**config.mk**
```make
export PLATFORM = sky130hd
export DESIGN_NAME = dsp_frame_sequencer
export DESIGN_NICKNAME = d
export VERILOG_FILES = /design/src/rtl/dsp_frame_sequencer.sv
export SDC_FILE = /design/constraint.sdc
export NUM_CORES = 1
export LEC_CHECK = 0
export BUFFER_PORTS_ARGS = -buffer_cell sky130_fd_sc_hd__buf_2
export CORE_AREA = 8 8 463 465
export DETAILED_ROUTE_END_ITERATION = 10
export DIE_AREA = 0 0 471 473
export GPL_ROUTABILITY_DRIVEN = 1
export SYNTH_ARGS = -nofsm -noshare
export SYNTH_HDL_FRONTEND = slang
export SYNTH_SLANG_ARGS = --single-unit
```
**constraint.sdc**
```tcl
create_clock -name clk -period 3.35 [get_ports clk]
set_clock_uncertainty 0.05 [all_clocks]
set_input_delay 0 -clock clk [delete_from_list [all_inputs] [get_ports clk]]
set_output_delay 0 -clock clk [all_outputs]
set_load 0.02 [all_outputs]
```
**src/rtl/dsp_frame_sequencer.sv**
```systemverilog
// ---------------------------------------------------------------------------
// dsp_frame_sequencer
//
// Per-sample-period controller for the DSP core.  On every accepted audio
// sample tick it latches the live input samples into the core input bank,
// strobes the core start, and watches the program until the core reports
// done.  The core results are then captured into a stable output bank.
// Dropped ticks (overruns) and watchdog aborts (hangs) are counted.
//
// Optional build macro:
//   DSP_CYCLE_STATS_EN  when defined, peak_cycles tracks the largest
//                       start-to-done cycle count (strobe cycle through done
//                       cycle, inclusive); when undefined peak_cycles is 0.
//
// Ports:
//   clk           system clock, rising edge
//   reset         asynchronous reset, active low
//   enable        1 = accept sample ticks; 0 = finish current frame then idle
//   sample_tick   one-cycle pulse per audio sample period
//   in_samples    NUM_CH live samples, channel i at [i*SAMPLE_W +: SAMPLE_W]
//   core_inputs   latched bank presented to the core (same packing)
//   core_start    one-cycle start strobe to the core
//   core_done     one-cycle pulse from the core: program finished
//   core_outputs  core results, valid in the core_done cycle
//   out_samples   captured results, held until the next capture
//   out_valid     one-cycle pulse: out_samples updated this cycle
//   busy          1 while a frame is running
//   clear_err     synchronous clear of overrun_cnt, timeout_cnt, peak_cycles
//   overrun_cnt   ticks dropped while a frame was running (saturating)
//   timeout_cnt   frames aborted by the watchdog (saturating)
//   peak_cycles   largest start-to-done cycle count observed
// ---------------------------------------------------------------------------
module dsp_frame_sequencer #(
   parameter int NUM_CH     = 8,
   parameter int SAMPLE_W   = 36,
   parameter int MAX_CYCLES = 1024,
   parameter int CNT_W      = 16
) (
   input  logic                         clk,
   input  logic                         reset,
   input  logic                         enable,
   input  logic                         sample_tick,
   input  logic [NUM_CH*SAMPLE_W-1:0]   in_samples,
   output logic [NUM_CH*SAMPLE_W-1:0]   core_inputs,
   output logic                         core_start,
   input  logic                         core_done,
   input  logic [NUM_CH*SAMPLE_W-1:0]   core_outputs,
   output logic [NUM_CH*SAMPLE_W-1:0]   out_samples,
   output logic                         out_valid,
   output logic                         busy,
   input  logic                         clear_err,
   output logic [CNT_W-1:0]             overrun_cnt,
   output logic [CNT_W-1:0]             timeout_cnt,
   output logic [CNT_W-1:0]             peak_cycles
);

   localparam int RUN_W = (MAX_CYCLES > 2) ? $clog2(MAX_CYCLES) : 1;
   localparam logic [RUN_W-1:0] RUN_LAST = RUN_W'(MAX_CYCLES - 1);
   localparam logic [CNT_W-1:0] CNT_MAX  = {CNT_W{1'b1}};

   typedef enum logic [0:0] {
      ST_IDLE = 1'b0,
      ST_RUN  = 1'b1
   } state_t;

   state_t             state_r;
   state_t             next_state_s;
   logic [RUN_W-1:0]   run_cnt_r;
   logic               done_s;
   logic               start_s;
   logic               capture_s;
   logic               overrun_s;
   logic               timeout_s;

   function automatic logic [CNT_W-1:0] sat_inc(input logic [CNT_W-1:0] value);
      if (value == CNT_MAX) begin
         return CNT_MAX;
      end else begin
         return value + CNT_W'(1);
      end
   endfunction

   // Next-state and per-cycle event decode.
   always_comb begin
      next_state_s = state_r;
      start_s      = 1'b0;
      capture_s    = 1'b0;
      overrun_s    = 1'b0;
      timeout_s    = 1'b0;
      // core_start is high exactly in the strobe cycle; a done seen then is ignored
      done_s       = core_done & ~core_start;
      case (state_r)
         ST_IDLE: begin
            if (sample_tick && enable) begin
               start_s      = 1'b1;
               next_state_s = ST_RUN;
            end else begin
               next_state_s = ST_IDLE;
            end
         end
         ST_RUN: begin
            if (done_s) begin
               capture_s = 1'b1;
               // a tick coinciding with done chains straight into the next frame
               if (sample_tick && enable) begin
                  start_s      = 1'b1;
                  next_state_s = ST_RUN;
               end else begin
                  next_state_s = ST_IDLE;
               end
            end else begin
               overrun_s = sample_tick;
               if (run_cnt_r == RUN_LAST) begin
                  timeout_s    = 1'b1;
                  next_state_s = ST_IDLE;
               end else begin
                  next_state_s = ST_RUN;
               end
            end
         end
         default: begin
            next_state_s = ST_IDLE;
         end
      endcase
   end

   // State register, control strobes and run-cycle counter.
   always_ff @(posedge clk or negedge reset) begin
      if (!reset) begin
         state_r    <= ST_IDLE;
         core_start <= 1'b0;
         out_valid  <= 1'b0;
         busy       <= 1'b0;
         run_cnt_r  <= {RUN_W{1'b0}};
      end else begin
         state_r    <= next_state_s;
         core_start <= start_s;
         out_valid  <= capture_s;
         busy       <= (next_state_s == ST_RUN);
         if (start_s) begin
            run_cnt_r <= {RUN_W{1'b0}};
         end else if (state_r == ST_RUN) begin
            run_cnt_r <= run_cnt_r + RUN_W'(1);
         end else begin
            run_cnt_r <= run_cnt_r;
         end
      end
   end

   // Core input bank and captured output bank.
   always_ff @(posedge clk or negedge reset) begin
      if (!reset) begin
         core_inputs <= {(NUM_CH*SAMPLE_W){1'b0}};
         out_samples <= {(NUM_CH*SAMPLE_W){1'b0}};
      end else begin
         if (start_s) begin
            core_inputs <= in_samples;
         end
         if (capture_s) begin
            out_samples <= core_outputs;
         end
      end
   end

   // Error counters; clear_err wins over a same-cycle increment.
   always_ff @(posedge clk or negedge reset) begin
      if (!reset) begin
         overrun_cnt <= {CNT_W{1'b0}};
         timeout_cnt <= {CNT_W{1'b0}};
      end else if (clear_err) begin
         overrun_cnt <= {CNT_W{1'b0}};
         timeout_cnt <= {CNT_W{1'b0}};
      end else begin
         if (overrun_s) begin
            overrun_cnt <= sat_inc(overrun_cnt);
         end
         if (timeout_s) begin
            timeout_cnt <= sat_inc(timeout_cnt);
         end
      end
   end

`ifdef DSP_CYCLE_STATS_EN
   logic [CNT_W-1:0] frame_cycles_s;

   // run_cnt is 0 in the strobe cycle, so +1 counts strobe through done inclusive.
   assign frame_cycles_s = CNT_W'(run_cnt_r) + CNT_W'(1);

   // Peak start-to-done tracker, updated on each capture.
   always_ff @(posedge clk or negedge reset) begin
      if (!reset) begin
         peak_cycles <= {CNT_W{1'b0}};
      end else if (clear_err) begin
         peak_cycles <= {CNT_W{1'b0}};
      end else if (capture_s && (frame_cycles_s > peak_cycles)) begin
         peak_cycles <= frame_cycles_s;
      end
   end
`else
   assign peak_cycles = {CNT_W{1'b0}};
`endif

endmodule

```
# [Yosys cells after proc, flatten, opt, wreduce, memory -nomap -nowiden]
# Index checks and enable logic that the tools add are counted.
[word_totals] register_bits=621 latchBits=0 ram_bits=0 romBits=0 input_bits=582 output_inout_bits=627 elab_cells=42 n_memories=0
[classes] n_addsub=3 mul=0 div=0 n_lt_le_gt_ge=0 eq_ne=3 shift=0 n_mux=21 n_bitwise=3 n_reduce_logical=4
[op_table] operator="$mux W16" count=6
[op_table] operator="$add A16 B1 Y16 const B" count=2
[op_table] operator="$eq A16 B16 Y1 const B" count=2
[op_table] operator="$mux W10" count=2
[op_table] operator="$mux W1" count=11
[op_table] operator="$add A10 B1 Y10 const B" count=1
[op_table] operator="$eq A10 B10 Y1 const B" count=1
[op_table] operator="$reduce_bool A2 Y1" count=3
[op_table] operator="$pmux W1 S2" count=2
[op_table] operator="$not A1 Y1" count=2
[op_table] operator="$and A1 B1 Y1" count=1
[op_table] operator="$logic_and A1 B1 Y1" count=1

# [Longest topological paths before layout]
[depth] word_depth=6 ltp_mapped=7 depth_no_buf=6

# [Least setup slack after synthesis]
# No wires, ideal clock.
[synth_path] path_kind="flip-flop to flip-flop" from="register overrun_cnt[0]" to="register overrun_cnt[5]" setup_ns=0.099 arrival_time_ns=1.846 required_time_ns=3.201 path_slack_ns=1.354 path_stages_with_launch=8 n_path_buf=1 period_less_slack_ns=1.996 cell_sequence="dfrtp_1 -> ha_1 -> nand4_1 -> or4_1 -> buf_2 -> o21ai_2 -> a21oi_1 -> a311oi_1"
[synth_between] elab_chain_len=4 elab_cells_between_ends=5 classes_between="add/sub (1); eq/ne (1); mux (3)"
[synth_lines] element="start: declaration" line="52" rtl="output logic [CNT_W-1:0] overrun_cnt,"
[synth_lines] element="start signal: assignment" line="168" rtl="overrun_cnt <= {CNT_W{1'b0}};"
[synth_lines] element="start signal: assignment" line="171" rtl="overrun_cnt <= {CNT_W{1'b0}};"
[synth_lines] element="start signal: assignment" line="175" rtl="overrun_cnt <= sat_inc(overrun_cnt);"
[synth_lines] element="$add A16 B1 Y16 or $eq A16 B16 Y1 (tied branches)" line="79, 76"
[synth_lines] element="$mux W16 (*)" line="76" rtl="if (value == CNT_MAX) begin"
[synth_lines] element="$mux W16 (*)" line="174" rtl="if (overrun_s) begin"
[synth_lines] element="$mux W16 (*)" line="170" rtl="end else if (clear_err) begin"
# Mark *: on every way between the ends. The rest lies on a longest branch, timed or not. The select of a mux whose other input is x is not followed.
# A chain may end at the register's enable or synchronous reset.

# [Worst setup path in the final report]
[layout_path] from="register core_start" to="register core_inputs[101]"
[layout_between] elab_chain_len=4
[layout_lines] element="start: declaration" line="45" rtl="output logic core_start,"
[layout_lines] element="start signal: assignment" line="137" rtl="core_start <= start_s;"
[layout_lines] element="$not A1 Y1" line="91" rtl="done_s = core_done & ~core_start;"
[layout_lines] element="$and A1 B1 Y1" line="91"
[layout_lines] element="$mux W1" line="102" rtl="if (done_s) begin"
[layout_lines] element="$pmux W1 S2" line="92" rtl="case (state_r)"
[layout_lines] element="end signal: assignment" line="153" rtl="core_inputs <= {(NUM_CH*SAMPLE_W){1'b0}};"
[layout_lines] element="end signal: assignment" line="157" rtl="core_inputs <= in_samples;"
[layout_lines] element="end: declaration" line="44" rtl="output logic [NUM_CH*SAMPLE_W-1:0] core_inputs,"
# Every way passes these cells.

==> run summary <==
The worst setup path is captured at a flop. The sequential cells in the finished layout cover a total of 15500 sq um. The number of ports placed on the die boundary was 1209; the register clock-pin slew on the reported worst setup and hold paths was 0.06 ns.

The clock passes through at most 3 buffers. By area, the combinational part of the netlist is dominated by multiplexers. The logs give 19.8 nW for the static leakage and 49 for the number of distinct library cells after synthesis.

The first detailed-routing pass took 6 iterations. The pin count of the biggest net entering global routing came out at 98. Count of buffers inserted at the top-level ports: 1192. For this run, the number of Yosys warnings is 0.

In this run, the number of DRC markers left after iteration 0 of detailed routing was 1162. The tools report the part of the power in registers as 0.360. The worst register-to-register path begins at core_start. The tools report the number of antenna violations at the first check in global routing as 213. STA puts the critical path data required time at 3.84 ns. The share of layout cells above drive strength 1 is 0.535, and the synthesized-area fraction occupied by ao, oa, aoi and oai cells is 0.0186. Data on the critical path arrives at its endpoint at 2.95 ns. For the detailed-route wire length, the log shows 169000 microns. Power spread over the standard cell area amounts to 625 nW/um^2.

Timing would allow up to 408 MHz. The element type at the critical path start was a flop. Summed over all failing endpoints, the final setup total negative slack is 0 ns. The transition time at the pin with the least slew margin is 0.710 ns, and the combinational cell fraction of total power is 0.311. The later pin in the worst-skew pair is clocked with a latency of 0.68 ns.

The root buffer cell chosen for the clock tree is sky130_fd_sc_hd__clkbuf_16. Summed over all nets, the half-perimeter wirelength after detailed placement is 139000 microns. After detailed routing, the number of remaining DRC violations is 0. In this design, the stage delay of the slowest critical-path cell is 0.43 ns. The cell with the largest stage delay on the worst path is sky130_fd_sc_hd__nand2b_1. The H-tree was split into 3 levels. Yosys mapped a number of flops with a built-in enable equal to 0. After synthesis, the cell types taking the most area are sky130_fd_sc_hd__dfrtp_1 65%, sky130_fd_sc_hd__mux2_2 27%, sky130_fd_sc_hd__buf_2 1.4%, sky130_fd_sc_hd__buf_4 0.51%, sky130_fd_sc_hd__a21oi_1 0.44%. In this run the critical register-to-register path is captured at core_inputs[101].

The global-route total usage across every layer was 0.145. The final count of pins violating max slew was 0. The first global-routing pass estimated 221000 microns of wire.

The tools report the total congestion overflow after global routing as 0. In this run the remaining antenna-violating nets after routing total 0. In this run the register-to-register setup slack is 0.90 ns.

The critical path is of the reg -> reg type. The post-synthesis sequential area ratio is 0.655. The run gives 167 as the standard-cell row count.

For the worst flop-to-flop path, the logic depth is 5. The internal power of the cells was 17.9 mW. For the die outline area, the log shows 223000 sq um.

The design draws 27.9 mW. The arithmetic-cell share of the synthesized area counting full adders, half adders and majority gates is 0.00158, and the basic-gate share of the synthesized area counting and, or, nand and nor cells is 0.0262. The number of buffers added by the clock tree synthesis step is 80, and the average via count per standard cell is 3.51.

The core region is 206000 sq um. Traced cell by cell, the critical path runs through nand2b_1 > a21oi_4 > buf_12 > buf_12 > mux2_2. In this run the worst path has a maximum fanout of 96. The worst slew margin relative to its limit came out at 0.526. Final net count: 4163.

Dividing the detail-routed wire length by the instance count gives 26.3 microns. The xor-xnor portion of the synthesized cell area came out at 0.00221. Setup violations remaining at the end of the flow were counted as 0. The run gives 0.115 as the starting density of the core. The time the worst path needs with I/O delays and setup was 2.45 ns; the flop and latch count out of synthesis was 621. The final hold violation count was 0. The ratio of final minimum period to clock period was 0.732.

TritonCTS built the clock tree. In this run the worst hold path is classified as in -> async. The portion of netlist area occupied by mux cells came out at 0.274. The average instance in the mapped netlist occupies 15.9 sq um. Among the stages of the critical path, the cell type that occurs most often is sky130_fd_sc_hd__buf_12. Summing every instance area after synthesis gives 23700 sq um. The largest total area in the synthesized netlist belongs to sky130_fd_sc_hd__dfrtp_1. The number of violations of the max-capacitance limit is 0, and the vertical extent of the die is 473 microns.

The fraction of synthesis flops using an asynchronous set or reset pin is 1.00, and the via total after detailed routing is 22500. The tools report the via count of the first global-routing pass as 24100. In this run the power spent charging and discharging nets is 9.94 mW. The switching share of power is 0.357.

The area growth from synthesis to layout is 87.8%. For this run, the leading register cell type out of synthesis is sky130_fd_sc_hd__dfrtp_1. In this run the horizontal extent of the chip is 471 microns. The final weighted congestion in routability-driven placement is 0.899.

The tools report the number of instances in the synthesized netlist as 1497. The layout has 21900 filler cells. The area share of the leading cell type in the synthesized netlist works out to 0.655. In this run, post-CTS repair resized a total of 0 instances. Summing all multi-input logic gate instances after layout gives 7730 sq um.

For the clock network fraction of total power, the log shows 0.329. Setup repair after global routing left no endpoint under its margin. The clock net in this run drives a total of 621 sinks. The flow ran to the end, and the final reports show no timing, DRC or antenna violations. VDD sags by at most 0.455 mV.
==> power by group through the flow <==
stage	clock, mW	sequential [mW]	combinational (mW)
CTS	9.56	10.0	8.90
floorplan	0	12.0	1.75
detailed placement	0	10.1	7.95
global route	9.80	10.2	9.23
finish	9.17	10.0	8.66
global placement	0	10.0	7.89
==> worst max-delay path: cells and delay by family, from the launching register on <==
| kind | cells | cell delay (ns) |
|---|---|---|
| and+or+nand+nor | 1 | 0.43 |
| muxes | 1 | 0.42 |
| DFF | 1 | 0.38 |
| AOI/OAI and AO/OA | 1 | 0.29 |
| buffers and inverters | 2 | 0.52 |
==> sequential cells by signal, summed over array words and instances (netlist names) <==
name,cells
core_inputs,288
core_start,1
timeout_cnt,16
state_r,1
run_cnt_r,10
out_valid,1
overrun_cnt,16
out_samples,288
==> through the flow <==
step,setup WS [ns],cell area [sq um],util,hold slack (ns),std cells
after floorplan,1.35,23800,-,-0.346,1512
after CTS,0.931,44400,0.215,0.000521,6346
after detailed placement,0.942,33100,0.161,0.0225,5353
final,0.899,44600,0.216,0.0685,6418
after global placement,0.959,33100,0.161,0.0183,5353
after global routing,0.838,44500,0.216,0.0151,6397
==> cells in the final DEF, fill, tap and decap left out, types with 20 or more instances in the layout <==
cell                            synthesis  final
sky130_fd_sc_hd__clkbuf_16              0     81
sky130_fd_sc_hd__diode_2                0     72
sky130_fd_sc_hd__buf_2                 66   1191
sky130_fd_sc_hd__dlygate4sd3_1          0    846
sky130_fd_sc_hd__nand2_1               20     20
sky130_fd_sc_hd__nor2_1                27     27
sky130_fd_sc_hd__a21oi_1               21     20
sky130_fd_sc_hd__mux2_2               576    576
sky130_fd_sc_hd__dfrtp_1              621    621
sky130_fd_sc_hd__buf_4                 16     20
==> final cells by class <==
class / count / share of cell area
Antenna cell: 72 / 0.00404
Sequential cell: 621 / 0.349
Timing Repair Buffer: 2075 / 0.335
Multi-Input combinational cell: 790 / 0.174
Clock buffer: 110 / 0.0515
Tap cell: 2704 / 0.0759
Inverter: 10 / 0.000842
Clock inverter: 36 / 0.0104
==> kinds of logic (layout without fill, tap and decap cells) <==
kind of cell               count (synthesis)  after routing
AOI/OAI and AO/OA                         71             71
xor gates and xnor gates                   6              6
adders and majority gates                  3              3
buffers and inverters                    101           2231
DFF                                      621            621
muxes                                    578            578
other                                      1             88
and+or+nand+nor                          116            116
==> cell usage after synthesis (6+ instances only) <==
cell,count
sky130_fd_sc_hd__a31oi_1,6
sky130_fd_sc_hd__clkbuf_1,6
sky130_fd_sc_hd__a21oi_1,21
sky130_fd_sc_hd__mux2_2,576
sky130_fd_sc_hd__nor2_1,27
sky130_fd_sc_hd__nor4_1,7
sky130_fd_sc_hd__o21ai_0,19
sky130_fd_sc_hd__dfrtp_1,621
sky130_fd_sc_hd__o2bb2ai_1,6
sky130_fd_sc_hd__buf_4,16
sky130_fd_sc_hd__inv_1,10
sky130_fd_sc_hd__buf_2,66
sky130_fd_sc_hd__nand3_1,15
sky130_fd_sc_hd__nand2_1,20
sky130_fd_sc_hd__nor3_1,14
==> layer usage <==
metal | track usage | share of wire | vias to the layer above
met2 | 0.242 | 0.47 | 1366
met4 | 0.0605 | 0.051 | 146
li1 | - | - | 9607
met3 | 0.0789 | 0.12 | 449
met5 | 0 | 0.0056 | -
met1 | 0.153 | 0.36 | 10900
==> worst max path at each step <==
stage	startpoint	end	slack, ns	depth (start not counted)
6_report	core_start	core_inputs[101]	0.90	5
5_1_grt	core_start	core_inputs[113]	0.84	5
4_1_cts	core_start	core_inputs[63]	0.93	5
3_5_place_dp	core_start	core_inputs[63]	0.94	5
3_3_place_gp	core_start	core_inputs[65]	0.96	5
2_1_floorplan	overrun_cnt[0]	overrun_cnt[5]	1.35	7
==> repair_timing <==
item,4_1_cts,5_1_grt
buffers inserted,0,0
hold buffers,847,0
endpoints found under the hold margin,1044,0
No activity file was read; power rests on OpenSTA's default activity.
